### src/rtl/alu_op_sequencer_if.sv
`default_nettype none
// ============================================================================
//  Module      : alu_op_sequencer_if
//  Description : Request/response handshake bundle between an issuing unit
//                (master) and the ALU operation sequencer (slave).
//  Revision    : 1.0 - initial release
// ============================================================================
interface alu_op_sequencer_if #(
  parameter int WIDTH = 16,
  parameter int OP_W  = 4
) ();

  logic             req_valid;
  logic             req_ready;
  logic [OP_W-1:0]  req_op;
  logic [WIDTH-1:0] req_a;
  logic [WIDTH-1:0] req_b;

  logic             rsp_valid;
  logic             rsp_ready;
  logic [WIDTH-1:0] rsp_result;
  logic             rsp_err;

  // Issuing side: drives requests, consumes responses
  modport master (
    output req_valid, req_op, req_a, req_b, rsp_ready,
    input  req_ready, rsp_valid, rsp_result, rsp_err
  );

  // Sequencer side: accepts requests, produces responses
  modport slave (
    input  req_valid, req_op, req_a, req_b, rsp_ready,
    output req_ready, rsp_valid, rsp_result, rsp_err
  );

endinterface
`default_nettype wire

### src/rtl/alu_op_sequencer.sv
`default_nettype none
// ============================================================================
//  Module      : alu_op_sequencer
//  Description : Sequences one ALU operation per request handshake. Logic and
//                add/sub complete in one cycle; shifts and multiply iterate one
//                bit per cycle. Owns the architectural {Z,N,C,V} flags.
//                Optional macro ALU_SEQ_MUL_EN builds the 16-cycle shift-add
//                multiplier; without it opcode 8 is reported as illegal.
//  Revision    : 1.0 - initial release
// ============================================================================
module alu_op_sequencer #(
  parameter int WIDTH = 16,
  parameter int OP_W  = 4
) (
  input  logic                 clk,
  input  logic                 rst,
  alu_op_sequencer_if.slave    seq_if,
  output logic [3:0]           flags_o,
  output logic                 busy_o
);

  localparam int SH_W  = $clog2(WIDTH);
  localparam int CNT_W = $clog2(WIDTH) + 1;

  localparam logic [OP_W-1:0] OP_AND = OP_W'(0);
  localparam logic [OP_W-1:0] OP_OR  = OP_W'(1);
  localparam logic [OP_W-1:0] OP_XOR = OP_W'(2);
  localparam logic [OP_W-1:0] OP_NOT = OP_W'(3);
  localparam logic [OP_W-1:0] OP_ADD = OP_W'(4);
  localparam logic [OP_W-1:0] OP_SUB = OP_W'(5);
  localparam logic [OP_W-1:0] OP_SHL = OP_W'(6);
  localparam logic [OP_W-1:0] OP_SHR = OP_W'(7);
`ifdef ALU_SEQ_MUL_EN
  localparam logic [OP_W-1:0] OP_MUL = OP_W'(8);
`endif

  typedef enum logic [1:0] {
    ST_IDLE = 2'd0,
    ST_EXEC = 2'd1,
    ST_DONE = 2'd2
  } state_t;

  state_t           state_q, state_d;
  logic [OP_W-1:0]  op_q, op_d;
  // Operand A shadow doubles as the shift working register
  logic [WIDTH-1:0] a_q, a_d;
  logic [CNT_W-1:0] cnt_q, cnt_d;
  logic [WIDTH-1:0] result_q, result_d;
  logic             err_q, err_d;
  logic [3:0]       flags_q, flags_d;

`ifdef ALU_SEQ_MUL_EN
  // Operand B shadow doubles as the multiplier, consumed LSB first
  logic [WIDTH-1:0]   b_q, b_d;
  logic [2*WIDTH-1:0] mcand_q, mcand_d;
  logic [2*WIDTH-1:0] acc_q, acc_d;
  logic [2*WIDTH-1:0] w_acc_next;
  logic               w_mul_hi;
`endif

  logic [WIDTH:0]   w_sum;
  logic [WIDTH:0]   w_diff;
  logic [WIDTH-1:0] w_alu_res;
  logic             w_alu_c;
  logic             w_alu_v;
  logic             w_is_single;
  logic             w_is_shift;
  logic [SH_W-1:0]  w_sh_cnt;
  logic [WIDTH-1:0] w_sh_next;
  logic             w_sh_out;
  logic             w_last;

  // Flag vector {Z,N,C,V} for a given result and carry/overflow
  function automatic logic [3:0] mk_flags(input logic [WIDTH-1:0] r,
                                          input logic c, input logic v);
    return {~|r, r[WIDTH-1], c, v};
  endfunction

  assign w_sum       = {1'b0, seq_if.req_a} + {1'b0, seq_if.req_b};
  assign w_diff      = {1'b0, seq_if.req_a} - {1'b0, seq_if.req_b};
  assign w_is_single = (seq_if.req_op <= OP_SUB);
  assign w_is_shift  = (seq_if.req_op == OP_SHL) || (seq_if.req_op == OP_SHR);
  assign w_sh_cnt    = seq_if.req_b[SH_W-1:0];
  assign w_last      = (cnt_q == CNT_W'(1));

  // Single-cycle logic/arithmetic result computed straight off the request
  always_comb begin
    w_alu_res = '0;
    w_alu_c   = 1'b0;
    w_alu_v   = 1'b0;
    case (seq_if.req_op)
      OP_AND: w_alu_res = seq_if.req_a & seq_if.req_b;
      OP_OR:  w_alu_res = seq_if.req_a | seq_if.req_b;
      OP_XOR: w_alu_res = seq_if.req_a ^ seq_if.req_b;
      OP_NOT: w_alu_res = ~seq_if.req_a;
      OP_ADD: begin
        w_alu_res = w_sum[WIDTH-1:0];
        w_alu_c   = w_sum[WIDTH];
        w_alu_v   = (seq_if.req_a[WIDTH-1] == seq_if.req_b[WIDTH-1]) &&
                    (w_sum[WIDTH-1] != seq_if.req_a[WIDTH-1]);
      end
      OP_SUB: begin
        w_alu_res = w_diff[WIDTH-1:0];
        w_alu_c   = w_diff[WIDTH];  // borrow: a < b unsigned
        w_alu_v   = (seq_if.req_a[WIDTH-1] != seq_if.req_b[WIDTH-1]) &&
                    (w_diff[WIDTH-1] != seq_if.req_a[WIDTH-1]);
      end
      default: w_alu_res = '0;
    endcase
  end

  // One-bit shift step on the working register; carry is the bit shifted out
  always_comb begin
    w_sh_next = '0;
    w_sh_out  = 1'b0;
    if (op_q == OP_SHL) begin
      w_sh_next = {a_q[WIDTH-2:0], 1'b0};
      w_sh_out  = a_q[WIDTH-1];
    end else begin
      w_sh_next = {1'b0, a_q[WIDTH-1:1]};
      w_sh_out  = a_q[0];
    end
  end

`ifdef ALU_SEQ_MUL_EN
  // One shift-add multiply iteration on the double-width accumulator
  always_comb begin
    w_acc_next = acc_q + (b_q[0] ? mcand_q : '0);
    w_mul_hi   = |w_acc_next[2*WIDTH-1:WIDTH];
  end
`endif

  // Next-state, response and flag logic
  always_comb begin
    state_d  = state_q;
    op_d     = op_q;
    a_d      = a_q;
    cnt_d    = cnt_q;
    result_d = result_q;
    err_d    = err_q;
    flags_d  = flags_q;
`ifdef ALU_SEQ_MUL_EN
    b_d      = b_q;
    mcand_d  = mcand_q;
    acc_d    = acc_q;
`endif
    case (state_q)
      ST_IDLE: begin
        if (seq_if.req_valid) begin
          op_d = seq_if.req_op;
          a_d  = seq_if.req_a;
          if (w_is_single) begin
            result_d = w_alu_res;
            err_d    = 1'b0;
            flags_d  = mk_flags(w_alu_res, w_alu_c, w_alu_v);
            state_d  = ST_DONE;
          end else if (w_is_shift) begin
            if (w_sh_cnt == '0) begin
              // Zero-count shift passes A through with nothing shifted out
              result_d = seq_if.req_a;
              err_d    = 1'b0;
              flags_d  = mk_flags(seq_if.req_a, 1'b0, 1'b0);
              state_d  = ST_DONE;
            end else begin
              cnt_d   = CNT_W'(w_sh_cnt);
              state_d = ST_EXEC;
            end
          end
`ifdef ALU_SEQ_MUL_EN
          else if (seq_if.req_op == OP_MUL) begin
            b_d     = seq_if.req_b;
            mcand_d = {{WIDTH{1'b0}}, seq_if.req_a};
            acc_d   = '0;
            cnt_d   = CNT_W'(WIDTH);
            state_d = ST_EXEC;
          end
`endif
          else begin
            // Illegal opcode: error response, flags untouched
            result_d = '0;
            err_d    = 1'b1;
            state_d  = ST_DONE;
          end
        end
      end
      ST_EXEC: begin
        cnt_d = cnt_q - CNT_W'(1);
`ifdef ALU_SEQ_MUL_EN
        if (op_q == OP_MUL) begin
          acc_d   = w_acc_next;
          mcand_d = mcand_q << 1;
          b_d     = b_q >> 1;
          if (w_last) begin
            result_d = w_acc_next[WIDTH-1:0];
            err_d    = 1'b0;
            flags_d  = mk_flags(w_acc_next[WIDTH-1:0], w_mul_hi, w_mul_hi);
            state_d  = ST_DONE;
          end
        end else
`endif
        begin
          a_d = w_sh_next;
          if (w_last) begin
            result_d = w_sh_next;
            err_d    = 1'b0;
            flags_d  = mk_flags(w_sh_next, w_sh_out, 1'b0);
            state_d  = ST_DONE;
          end
        end
      end
      ST_DONE: begin
        if (seq_if.rsp_ready) begin
          state_d = ST_IDLE;
        end
      end
      default: state_d = ST_IDLE;
    endcase
  end

  // State, shadow and response registers with synchronous reset
  always_ff @(posedge clk) begin
    if (rst) begin
      state_q  <= ST_IDLE;
      op_q     <= '0;
      a_q      <= '0;
      cnt_q    <= '0;
      result_q <= '0;
      err_q    <= 1'b0;
      flags_q  <= '0;
    end else begin
      state_q  <= state_d;
      op_q     <= op_d;
      a_q      <= a_d;
      cnt_q    <= cnt_d;
      result_q <= result_d;
      err_q    <= err_d;
      flags_q  <= flags_d;
    end
  end

`ifdef ALU_SEQ_MUL_EN
  // Multiplier operand and accumulator registers
  always_ff @(posedge clk) begin
    if (rst) begin
      b_q     <= '0;
      mcand_q <= '0;
      acc_q   <= '0;
    end else begin
      b_q     <= b_d;
      mcand_q <= mcand_d;
      acc_q   <= acc_d;
    end
  end
`endif

  assign seq_if.req_ready  = (state_q == ST_IDLE);
  assign seq_if.rsp_valid  = (state_q == ST_DONE);
  assign seq_if.rsp_result = result_q;
  assign seq_if.rsp_err    = err_q;
  assign flags_o           = flags_q;
  assign busy_o            = (state_q != ST_IDLE);

endmodule
`default_nettype wire

### src/flat_wrapper.sv
// flat-port wrapper written by rule: the top's interface ports become plain ports
module alu_op_sequencer_flat 
#(
  parameter int WIDTH = 16,
  parameter int OP_W  = 4
)
  (clk, rst, flags_o, busy_o, seq_if_req_valid, seq_if_req_op, seq_if_req_a, seq_if_req_b, seq_if_rsp_ready, seq_if_req_ready, seq_if_rsp_valid, seq_if_rsp_result, seq_if_rsp_err);
  alu_op_sequencer_if #(.WIDTH(WIDTH), .OP_W(OP_W)) seq_if_i ();
  input  logic clk;
  input  logic rst;
  output logic [3:0] flags_o;
  output logic busy_o;
  input wire logic [$bits(seq_if_i.req_valid)-1:0] seq_if_req_valid;
  input wire logic [$bits(seq_if_i.req_op)-1:0] seq_if_req_op;
  input wire logic [$bits(seq_if_i.req_a)-1:0] seq_if_req_a;
  input wire logic [$bits(seq_if_i.req_b)-1:0] seq_if_req_b;
  input wire logic [$bits(seq_if_i.rsp_ready)-1:0] seq_if_rsp_ready;
  output wire logic [$bits(seq_if_i.req_ready)-1:0] seq_if_req_ready;
  output wire logic [$bits(seq_if_i.rsp_valid)-1:0] seq_if_rsp_valid;
  output wire logic [$bits(seq_if_i.rsp_result)-1:0] seq_if_rsp_result;
  output wire logic [$bits(seq_if_i.rsp_err)-1:0] seq_if_rsp_err;
  assign seq_if_i.req_valid = seq_if_req_valid;
  assign seq_if_i.req_op = seq_if_req_op;
  assign seq_if_i.req_a = seq_if_req_a;
  assign seq_if_i.req_b = seq_if_req_b;
  assign seq_if_i.rsp_ready = seq_if_rsp_ready;
  assign seq_if_req_ready = seq_if_i.req_ready;
  assign seq_if_rsp_valid = seq_if_i.rsp_valid;
  assign seq_if_rsp_result = seq_if_i.rsp_result;
  assign seq_if_rsp_err = seq_if_i.rsp_err;
  alu_op_sequencer #(.WIDTH(WIDTH), .OP_W(OP_W)) u_core (.clk(clk), .rst(rst), .seq_if(seq_if_i), .flags_o(flags_o), .busy_o(busy_o));
endmodule
### config.mk
export PLATFORM = sky130hd
export DESIGN_NAME = alu_op_sequencer_flat
export DESIGN_NICKNAME = d
export VERILOG_FILES = /design/src/rtl/alu_op_sequencer_if.sv /design/src/rtl/alu_op_sequencer.sv /design/src/flat_wrapper.sv
export SDC_FILE = /design/constraint.sdc
export NUM_CORES = 1
export LEC_CHECK = 0
export CORE_AREA = 2 2 107 109
export CTS_CLUSTER_DIAMETER = 60
export DETAILED_ROUTE_END_ITERATION = 6
export DIE_AREA = 0 0 109 111
export MAX_ROUTING_LAYER = met4
export PLACE_DENSITY = 0.81
export SLEW_MARGIN = 25
export SYNTH_ARGS = -nofsm -noshare
export SYNTH_HDL_FRONTEND = slang
export SYNTH_SLANG_ARGS = --single-unit
### constraint.sdc
create_clock -name clk -period 8 [get_ports clk]
set_input_delay 2 -clock clk [delete_from_list [all_inputs] [get_ports clk]]
set_output_delay 2 -clock clk [all_outputs]
set_load 0.02 [all_outputs]
==> PnR_summary.wiki <==
{| class="wikitable"
! Metric !! Value
|-
| Run status || complete, no violations
|-
| Overflow left after global routing || 0
|-
| Clock-pin slew of the registers on the worst-case setup and hold paths || roughly 0.060 ns
|-
| Global-route usage over all layers || a little under a third
|-
| Largest stage delay, worst path || just over 1 ns
|-
| Number of rows in the core area || 39
|-
| Crit Path Max Fanout || 20
|-
| Worst endpoint required time || 8.21 ns
|-
| Weighted congestion at the end of routability-driven global placement || around 0.98
|-
| Floorplan die height || 111 um
|-
| DRC viols || 0
|-
| Timing startpoint of the critical path || seq_if_req_op[1]
|-
| Final clock period utilization by the worst path || around 69%
|-
| Largest net degree at the start of global routing || 48
|-
| Via count of the first global-routing pass || roughly 5.6k
|-
| Number of maximum-capacitance constraint violations || 0
|-
| Synth warnings || 0
|-
| Async set or reset register ratio after synthesis || 0%
|-
| Worst setup path category || input port to flip-flop
|-
| Filler cells || 1053
|-
| Routed WL per cell || about 19 um
|-
| Max transition margin || between 30% and 40%
|-
| Crit path top cell by count || nand4bb_1
|-
| Initial antenna violation count || 0
|-
| Smallest hold slack || about 0.46 ns
|-
| Worst setup skew after layout || around 0.0076 ns
|-
| Source of the worst register-to-register timing path || u_core.state_q[1]$_SDFFE_PP0P_
|-
| Endpoint type of the worst setup path || flip-flop
|-
| Worst min-delay path startpoint || u_core.seq_if.rsp_result[5]$_SDFFE_PP0P_
|-
| Number of hold buffers added after cts || 0
|-
| Post-DP HPWL || approximately 13000 um
|-
| Num CTS Buffers || 5
|-
| Number of hold violations in the final report || 0
|-
| Pin slew with the least headroom to its limit || slightly below 1 ns
|-
| CP top delay family || simple AND/OR/NAND/NOR gates
|-
| Number of cells upsized or downsized after cts || 0
|-
| Net count of the finished layout || between 800 and 900
|-
| Number of buffers added on ports || 63
|-
| Overall power consumption || 0.000885 W
|-
| I/O pin count || 64
|-
| Number of enable-type register cells in the synthesized netlist || 0
|-
| CTS tree || done
|-
| First-pass GRT wire length || slightly below 30000 um
|-
| Cell-by-cell trace of the critical path || clkdlybuf4s50_1 -> nand4bb_1 -> a211oi_1 -> a2111oi_0 -> o21ai_0 -> nor4_1 -> nand4_1 -> nor4_2 -> nand4bb_1 -> o31ai_2
|-
| Worst path bufs/invs || 1
|-
| Number of cells on the critical path || 10
|-
| Most frequent standard cell in the layout excluding fill and tap cells || nand2_1
|-
| Buffers from clock root to sink, at most || 2
|-
| Setup repair after global routing missed its margin || no
|-
| Clk sink count || 48
|-
| Area contributors post-synth || dfxtp_1 17%, ha_1 12%, a21oi_1 6.8%
|-
| Biggest area consumer among synthesized cells || dfxtp_1
|-
| Routed vias/inst || 6.53
|-
| Relative area change from synthesis to final layout || 14.5%
|-
| Starting utilization of the core area || between 50% and 60%
|-
| Proportion of layout cells with a drive suffix above 1 || approximately 5.9%
|-
| Drt first-iter violations || between 800 and 900
|-
| Number of endpoints failing setup at the final stage || 0
|-
| Peak VDD IR || 0.000107 V
|-
| Synth Flop Type || dfxtp_1
|-
| Die width || around 110 um
|-
| Sequential area share after synthesis || between 15 and 20%
|-
| Post-CTS setup buffer count || 0
|-
| Most used cells in the layout excluding fill and tap cells || 92 x nand2_1, 75 x a21oi_1, 64 x nor2_1
|-
| CTS H-tree lvls || 2
|-
| Insertion delay of the later-clocked pin in the worst-skew pair || just under 0.3 ns
|-
| Setup total negative slack || 0 ns
|-
| Number of iterations in the first detailed-routing pass || 6
|-
| Arrival time worst endpoint || about 5.7 ns
|-
| Synthesized flop and latch total || between 40 and 50
|-
| LEAKAGE || approximately 2.5 nW
|-
| Number of antenna-violating nets in the routed design || 0
|-
| Buffer type at the clock tree root || clkbuf_16
|-
| Synthesized netlist net count || 870
|-
| Fin crit period || 5.49 ns
|-
| Vias post-DR || approximately 6.1k
|-
| Total wire length || around 18000 um
|-
| Peak Freq || 0.182 GHz
|-
| Power per standard cell area || roughly 140 nW/um2
|-
| Yosys top cell area share || 17.3%
|-
| Final core utilization || between 50% and 60%
|-
| Critical-path cell with the highest stage delay || clkdlybuf4s50_1
|-
| Count of cells along the worst register-to-register path || 10
|-
| Synthesized area divided by synthesized cell count || roughly 7.2 um2
|-
| Count of different cell masters after synthesis || 84
|-
| Post-Syn Area || roughly 5500 um2
|-
| Worst hold-check path type || flip-flop to flip-flop
|-
| Number of instances in the synthesized netlist || a little under 800
|-
| Number of max-slew violations in the final report || 0
|-
| Area of the core || between 10000 and 15000 um2
|-
| WHS Path Cells || 2
|-
| Die footprint || between 10000 and 15000 um2
|-
| Number of inserted diodes || 0
|-
| Worst Setup Start Kind || input port
|}
==> worst paths after layout <==
check                                                           endpoint  slack, ns
worst max register to register            u_core.flags_o[3]$_SDFFE_PP0P_       5.35
worst max-delay path                      u_core.flags_o[3]$_SDFFE_PP0P_       2.51
worst min-delay path            u_core.seq_if.rsp_result[5]$_SDFFE_PP0P_       0.46
worst min register to register  u_core.seq_if.rsp_result[5]$_SDFFE_PP0P_       0.46
==> synthesized netlist by cell type, types with 3 or more instances <==
cell type   n
nand2_1    92
a21oi_1    75
nor2_1     65
ha_1       55
inv_1      54
dfxtp_1    48
nand3_1    33
clkbuf_1   32
nor3_1     31
a211oi_1   24
o21ai_0    20
o211ai_1   19
buf_2      13
o22ai_1    13
nor4_1     12
nand2b_1    9
nor2b_1     9
mux2i_1     8
a21o_1      7
or3_1       7
a211o_1     6
a221oi_1    6
nand4_1     6
o21ai_1     6
o21bai_1    6
and3_1      5
nor4b_1     5
a311oi_1    4
a31oi_1     4
o2111ai_1   4
o221a_2     4
a2111oi_0   3
and2_1      3
buf_1       3
buf_4       3
buf_6       3
nand4b_1    3
o21a_1      3
o31ai_1     3
or2_1       3
or2_2       3
or4b_1      3
xnor2_1     3
==> flip-flops by register name (all words and copies together) (netlist names) <==
name,cells
u_core.seq_if.rsp_err,1
u_core.flags_o,4
u_core.op_q,4
u_core.state_q,2
u_core.seq_if.rsp_result,16
u_core.a_q,16
u_core.cnt_q,5
==> metrics by stage <==
step / setup slack (ns) / instance area, um2 / cells
final: 2.51 / 6350 / 939
after detailed placement: 2.33 / 6160 / 932
after floorplan: 3.60 / 5550 / 773
after CTS: 2.61 / 6350 / 939
after global placement: 2.45 / 6160 / 932
after global routing: 2.21 / 6350 / 939
==> area by class of cell <==
type | count | area (um2) | area share (%)
Clock inverter | 2 | 60.1 | 0.945
Timing Repair Buffer | 71 | 691 | 10.9
Sequential cell | 48 | 961 | 15.1
Inverter | 54 | 203 | 3.19
Clock buffer | 5 | 125 | 1.97
Multi-Input combinational cell | 616 | 4130 | 65.1
Tap cell | 143 | 179 | 2.82
==> cells by family (layout without fill, tap and decap cells) <==
group,after synthesis,in the layout,share of synthesized area [%]
DFF,48,48,17.3
and+or+nand+nor,304,304,27.8
adders and majority gates,57,57,13.1
AOI/OAI and AO/OA,243,243,31.2
muxes,8,8,1.44
xor gates and xnor gates,4,4,0.632
buffers and inverters,109,132,8.48
==> worst min-delay path, stage by stage (launching register included) <==
cell and delay (ns):
dfxtp_1 0.31, nand2_1 0.05, a21oi_1 0.05
==> power by group <==
| part | switching (W) | total, W | leakage (nW) | internal [W] |
|---|---|---|---|---|
| Clock | 0.0000895 | 0.000267 | 0.0899 | 0.000177 |
| Sequential | 0.0000162 | 0.000274 | 0.394 | 0.000258 |
| Combinational | 0.000210 | 0.000345 | 2.03 | 0.000134 |
| Total | 0.000316 | 0.000885 | 2.51 | 0.000569 |
==> layer usage <==
layer | vias up | GRT usage, % | wire, um
li1 | 2873 | - | -
met1 | 2808 | 42.1 | 7640
met2 | 390 | 45.3 | 7980
met3 | 63 | 4.23 | 1800
met4 | 0 | 11.5 | 720
met5 | - | - | 0
No activity file was read; power rests on OpenSTA's default activity.
